### src/rtl/fetch_queue_if.sv
// Fetch/decode handshake bundle for the instruction queue.
// Valid/ready semantics: a transfer happens on a rising edge where both
// valid and ready are high. Data is stable whenever valid is high, and
// valid never depends combinationally on ready.
interface fetch_queue_if;
  logic        in_valid;
  logic [31:0] in_pc;
  logic [31:0] in_incPC;
  logic [31:0] in_instr;
  logic        in_ready;
  logic        out_valid;
  logic [31:0] out_pc;
  logic [31:0] out_incPC;
  logic [31:0] out_instr;
  logic        out_ready;

  // Pipeline side: drives fetched entries and the decode-stall signal.
  modport master (
    output in_valid, in_pc, in_incPC, in_instr, out_ready,
    input  in_ready, out_valid, out_pc, out_incPC, out_instr
  );

  // Queue side.
  modport slave (
    input  in_valid, in_pc, in_incPC, in_instr, out_ready,
    output in_ready, out_valid, out_pc, out_incPC, out_instr
  );
endinterface

### src/rtl/fetch_queue.sv
// Instruction queue between fetch and decode. Holds {PC, PC+4, instr}
// entries and shows the oldest one to decode (show-ahead). in_ready comes
// from registered occupancy only, so a full queue never accepts a push
// even when decode pops in the same cycle. flush empties the queue in
// one cycle and overrides any push or pop.
module fetch_queue #(
  parameter int          DEPTH = 2,
  parameter logic [31:0] NOP   = 32'h54000000
) (
  input  logic                     clk,
  input  logic                     rst,
  fetch_queue_if.slave             bus,
  input  logic                     flush,
  output logic [$clog2(DEPTH):0]   count
);
  localparam int             AW     = $clog2(DEPTH);
  localparam logic [AW:0]    L_FULL = (AW+1)'(DEPTH);

  logic [95:0]   r_mem [DEPTH];
  logic [AW-1:0] r_head;
  logic [AW-1:0] r_tail;
  logic [AW:0]   r_count;

  logic          w_in_ready;
  logic          w_out_valid;
  logic          w_push;
  logic          w_pop;
  logic [95:0]   w_head_entry;

  assign w_in_ready   = (r_count != L_FULL);
  assign w_out_valid  = (r_count != '0);
  assign w_push       = bus.in_valid & w_in_ready;
  assign w_pop        = w_out_valid & bus.out_ready;
  assign w_head_entry = r_mem[r_head];

  // Pointers and occupancy; reset and flush both return to empty at entry 0.
  always_ff @(posedge clk) begin
    if (rst || flush) begin
      r_head  <= '0;
      r_tail  <= '0;
      r_count <= '0;
    end else begin
      if (w_push) r_tail <= r_tail + 1'b1;
      if (w_pop)  r_head <= r_head + 1'b1;
      case ({w_push, w_pop})
        2'b10:   r_count <= r_count + 1'b1;
        2'b01:   r_count <= r_count - 1'b1;
        default: r_count <= r_count;
      endcase
    end
  end

  // Entry storage; contents need no reset since occupancy gates the outputs.
  always_ff @(posedge clk) begin
    if (!rst && !flush && w_push)
      r_mem[r_tail] <= {bus.in_pc, bus.in_incPC, bus.in_instr};
  end

  // Show-ahead head entry, with NOP and zero PCs while empty.
  always_comb begin
    bus.in_ready  = w_in_ready;
    bus.out_valid = w_out_valid;
    bus.out_pc    = '0;
    bus.out_incPC = '0;
    bus.out_instr = NOP;
    if (w_out_valid) begin
      bus.out_pc    = w_head_entry[95:64];
      bus.out_incPC = w_head_entry[63:32];
      bus.out_instr = w_head_entry[31:0];
    end
  end

  assign count = r_count;
endmodule

### src/flat_wrapper.sv
// flat-port wrapper written by rule: the top's interface ports become plain ports
module fetch_queue_flat 
#(
  parameter int          DEPTH = 2,
  parameter logic [31:0] NOP   = 32'h54000000
)
  (clk, rst, flush, count, bus_in_valid, bus_in_pc, bus_in_incPC, bus_in_instr, bus_out_ready, bus_in_ready, bus_out_valid, bus_out_pc, bus_out_incPC, bus_out_instr);
  fetch_queue_if bus_i ();
  input  logic clk;
  input  logic rst;
  input  logic flush;
  output logic [$clog2(DEPTH):0] count;
  input wire logic [$bits(bus_i.in_valid)-1:0] bus_in_valid;
  input wire logic [$bits(bus_i.in_pc)-1:0] bus_in_pc;
  input wire logic [$bits(bus_i.in_incPC)-1:0] bus_in_incPC;
  input wire logic [$bits(bus_i.in_instr)-1:0] bus_in_instr;
  input wire logic [$bits(bus_i.out_ready)-1:0] bus_out_ready;
  output wire logic [$bits(bus_i.in_ready)-1:0] bus_in_ready;
  output wire logic [$bits(bus_i.out_valid)-1:0] bus_out_valid;
  output wire logic [$bits(bus_i.out_pc)-1:0] bus_out_pc;
  output wire logic [$bits(bus_i.out_incPC)-1:0] bus_out_incPC;
  output wire logic [$bits(bus_i.out_instr)-1:0] bus_out_instr;
  assign bus_i.in_valid = bus_in_valid;
  assign bus_i.in_pc = bus_in_pc;
  assign bus_i.in_incPC = bus_in_incPC;
  assign bus_i.in_instr = bus_in_instr;
  assign bus_i.out_ready = bus_out_ready;
  assign bus_in_ready = bus_i.in_ready;
  assign bus_out_valid = bus_i.out_valid;
  assign bus_out_pc = bus_i.out_pc;
  assign bus_out_incPC = bus_i.out_incPC;
  assign bus_out_instr = bus_i.out_instr;
  fetch_queue #(.DEPTH(DEPTH), .NOP(NOP)) u_core (.clk(clk), .rst(rst), .bus(bus_i), .flush(flush), .count(count));
endmodule
### config.mk
export PLATFORM = sky130hd
export DESIGN_NAME = fetch_queue_flat
export DESIGN_NICKNAME = d
export VERILOG_FILES = /design/src/rtl/fetch_queue_if.sv /design/src/rtl/fetch_queue.sv /design/src/flat_wrapper.sv
export SDC_FILE = /design/constraint.sdc
export NUM_CORES = 1
export LEC_CHECK = 0
export BUFFER_PORTS_ARGS = -buffer_cell sky130_fd_sc_hd__buf_2
export CAP_MARGIN = 15
export CORE_MARGIN = 2
export CORE_UTILIZATION = 40
export DETAILED_ROUTE_END_ITERATION = 12
export PLACE_DENSITY = 0.66
export SLEW_MARGIN = 30
export SYNTH_ARGS = -nofsm -noshare
export SYNTH_HDL_FRONTEND = slang
export SYNTH_SLANG_ARGS = --single-unit
### constraint.sdc
create_clock -name clk -period 15 [get_ports clk]
set_input_delay 2.25 -clock clk [delete_from_list [all_inputs] [get_ports clk]]
set_output_delay 2.25 -clock clk [all_outputs]
set_load 0.05 [all_outputs]
# Yosys cells after proc, flatten, opt, wreduce, memory -nomap -nowiden
# Memory sizes are Yosys's and may differ from the RTL's. A register that Yosys moved wholly into a read port is not among the register bits.
# Index checks and enable logic that the tools add are counted.
# totals
mem_bits_rw,192
memories,1
in_bits,101
ff_bits,4
wordCells,28
# mem_list
memory,depth,word_bits,read_ports,rd_clocked_by_memory_dff,wr,line,source
u_core.r_mem,2,96,1,1,1,fetch_queue.sv:19,logic [95:0] r_mem [DEPTH];
# classes
bitwise_logic,2
n_reduce_logical,7
addsub,4
eq_ne,3
mux,8
# op_table
operator,count
two-way mux 32 bit,3
two-way mux 1 bit,4
one-hot mux 2 bit (2 select lines),1
nonzero test 2 bit,2
adder 1 bit (second input constant),2
adder 2 x 1 -> 2 bit (second input constant),1
bitwise AND 1 bit,2
== test 2 x 1 -> 1 bit (second input constant),1
== test 2 bit (second input constant),1
logical AND 1 bit,2
logical NOT 1 bit,2
inequality test 2 bit (second input constant),1
subtractor 2 x 1 -> 2 bit (second input constant),1
logical OR 1 bit,1

# Longest topological paths before layout
# logic_depth
ltp_word,5
ltp_mapped,6

# Worst setup path after synthesis
# OpenSTA, ideal clock, no wires.
# synth_path
path_kind,input port to flip-flop
from,in flush
to,mem u_core.r_mem[0][0] (enable)
required_time_ns,14.332
cell_stages,3
setup_time_ns,0.668
n_path_buf,1
arrival_time_ns,9.188
slack_ns,5.143
cell_sequence,or2_2 > clkbuf_1 > nor3_1
# synth_via
elab_chain_cells,5
# synth_rtl
item,line,source
"start, declared",flat_wrapper.sv:11,input logic flush;
logical NOT 1 bit,fetch_queue.sv:55,if (!rst && !flush && w_push)
logical AND 1 bit (2 in series),fetch_queue.sv:55,
two-way mux 1 bit,fetch_queue.sv:55,
two-way mux 1 bit (implied by the code),fetch_queue.sv:56,"r_mem[r_tail] <= {bus.in_pc, bus.in_incPC, bus.in_instr};"
"end, declared",fetch_queue.sv:19,
# Every way passes these cells.

==> metrics.md <==
| Metric | Value |
|---|---|
| Outcome | finished, final reports clean |
| Max Transition Viols Final | 0 |
| Hold Buf Count CTS | 0 |
| Worst path required time | 12.75 ns |
| CTS Sinks | 197 |
| Layout cells sized above 1 | 0.371 |
| Slew HR | 0.424 |
| Worst path max stage delay | 0.89 ns |
| Worst path top cell family by delay | buffers and inverters |
| Power Density | 126 nW/um^2 |
| Antenna violations before repair | 3 |
| Clk_lat worst skew | 0.42 ns |
| MaxCap Viol Count | 0 |
| Detailed Place HPWL | 9310 um |
| Worst-Margin Slew | 0.864 ns |
| Core ar. | 18,100 sq um |
| DR vias/cell | 4.81 |
| Global-route wire length before repair | 22,200 um |
| Register area share after synthesis | 0.787 |
| Leak pwr | 3.40 nW |
| Area Growth Syn to Fin | 23.8% |
| Tcrit/Tclk final | 0.342 |
| Mapped Avg Cell Area | 17.2 sq um |
| Area contributors post-synth | edfxtp_1, mux2i_1, nor2_1 |
| VDD IR max | 0.0734 mV |
| Biggest area consumer among synthesized cells | edfxtp_1 |
| Slowest cell on crit path | dfxtp_4 |
| Vias in the first global route | 4,403 |
| DIE AREA | 19,800 sq um |
| WL final | 14,500 um |
| Setup Fix Bufs, Post-CTS | 0 |
| Setup TNS | 0 ns |
| # placed instances | 847 |
| Most frequent cells in the layout | buf_2, edfxtp_1, mux2i_1, nor2_1, clkbuf_16 |
| Pre-antenna DRT Iters | 6 |
| Startpoint types | register |
| CTS Root Cell | clkbuf_16 |
| Worst Path Arrival | 2.89 ns |
| DRC errors left | 0 |
| Netlist Area Pre-Place | 7460 sq um |
| Num rows | 49 |
| Crit path cell chain | buf_4 -> mux2i_1 -> nor2_1 -> buf_2 |
| Top cell type's share of synthesized area | 0.773 |
| Total track usage | 0.146 |
| Critical path class | register to output port |
| Library cells used by synthesis | 21 |
| CTS tree | done |
| Post-route insts no fill | 881 |
| Global route total overflow | 0 |
| Syn Inst Count | 434 |
| Post-cts sizing count | 0 |
| Starting Density | 0.411 |
| Nets | 739 |
| Worst Clk Skew | 0.00883 ns |
| Synth Register Bits | 197 |
| H-tree depth | 4 |
| Achievable Freq | 0.195 GHz |
| Number of DRC markers in iteration 0 | 180 |
| RSZ-0062 raised after global routing | false |
| Max clock buf depth | 2 |
| Crit path buf inv count | 2 |
| Via count | 4,242 |
| CTS clk-pin slew, worst paths | 0.07 ns |
| Number of nets with antenna violations after routing | 0 |
| Largest net degree at the start of global routing | 95 |
| Final Hold Viols | 0 |
| Post-DR wirelength/cell | 16.4 um |
| Synth warnings | 0 |
| Commonest non-fill, non-tap cell in the layout | buf_2 |
| Min Tclk post-route | 5.14 ns |
| CP endpoint kind | output port |
| RD Place Congestion | 0.723 |
| Hold Path Class | register to register |
| Die W | 141 um |
| # IOs | 201 |
| Port-buffer cells | 200 |
| Die H | 141 um |
| Syn_nets | 536 |
| CP max FO | 51 |
| Cts bufs inserted | 17 |
| Final setup fails | 0 |
tightest hold or removal path, delay by kind of cell, from the launching register on:
kind / cells / cell delay, ns
flip-flops: 1 / 0.33
XOR/XNOR: 1 / 0.08
AND/OR/NAND/NOR: 1 / 0.08
cell families (layout without fill, tap and decap cells):
family,count (synthesis),count (layout),share of synthesized area
other,0,2,0
XOR/XNOR,3,3,0.00352
AND/OR/NAND/NOR,107,107,0.0554
buffers and inverters,25,241,0.0203
adder cells (fa/ha/maj),1,1,0.00168
AO/OA/AOI/OAI,5,5,0.00369
flip-flops,197,197,0.787
multiplexers,96,96,0.129
synth_stat cells (all sizes together):
master,n
xor2,2
a21o,1
nor3,2
mux2i,96
nand3,1
edfxtp,192
ha,1
clkbuf,4
nor2,97
o21ai,2
or3,1
nand2,4
or2,1
xnor2,1
buf,18
nand2b,1
dfxtp,5
inv,3
a21oi,2
layout make-up:
cell class | instances | area [sq um]
clock buffers | 18 | 429
fillers | 1536 | 8910
well taps | 229 | 287
diodes | 2 | 5.00
clock inverters | 14 | 125
repair buffers | 206 | 1050
inverters | 3 | 11.3
flip-flops and latches | 197 | 5870
multi-input cells | 212 | 1460
sequential cells by signal (all words and copies together) (netlist names), named ones only:
| signal | flops |
|---|---|
| u_core.count | 2 |
| u_core.r_mem | 192 |
| u_core.r_head | 1 |
| u_core.r_tail | 1 |
metrics by stage:
step	setup slack (ns)	hold WS [ns]	total power (W)	util	area [sq um]
2_1_floorplan	5.14	0.472	0.000714	-	7460
3_3_place_gp	10.30	0.484	0.000748	0.478	8670
3_5_place_dp	10.26	0.498	0.000751	0.478	8670
4_1_cts	9.80	0.517	0.00118	0.508	9230
5_1_grt	9.68	0.549	0.00121	0.509	9230
6_report	9.86	0.504	0.00116	0.509	9230
power by group:
group          switching [W]  internal [W]  total, W
Clock               0.000196      0.000230  0.000426
Sequential        0.00000435      0.000615  0.000620
Combinational      0.0000876     0.0000302  0.000118
Total               0.000288      0.000876   0.00116
metal layers:
| metal | up-vias | global-route usage | routed length, um |
|---|---|---|---|
| met5 | - | 0 | 13 |
| li1 | 2017 | - | - |
| met1 | 2055 | 0.187 | 6340 |
| met2 | 151 | 0.236 | 6850 |
| met3 | 17 | 0.0482 | 1030 |
| met4 | 2 | 0.0516 | 215 |
worst paths after layout:
kind | start | cells past startpoint | end | slack (ns)
worst min register to register | u_core.r_head | 2 | register | 0.50
worst max-delay path | register | 4 | bus_out_incPC[20] | 9.86
worst min-delay path | u_core.r_head | 2 | register | 0.50
worst max register to register | u_core.count[0] | 5 | u_core.r_mem[1][72] | 12.35
Power figures use the tool's default switching activity.
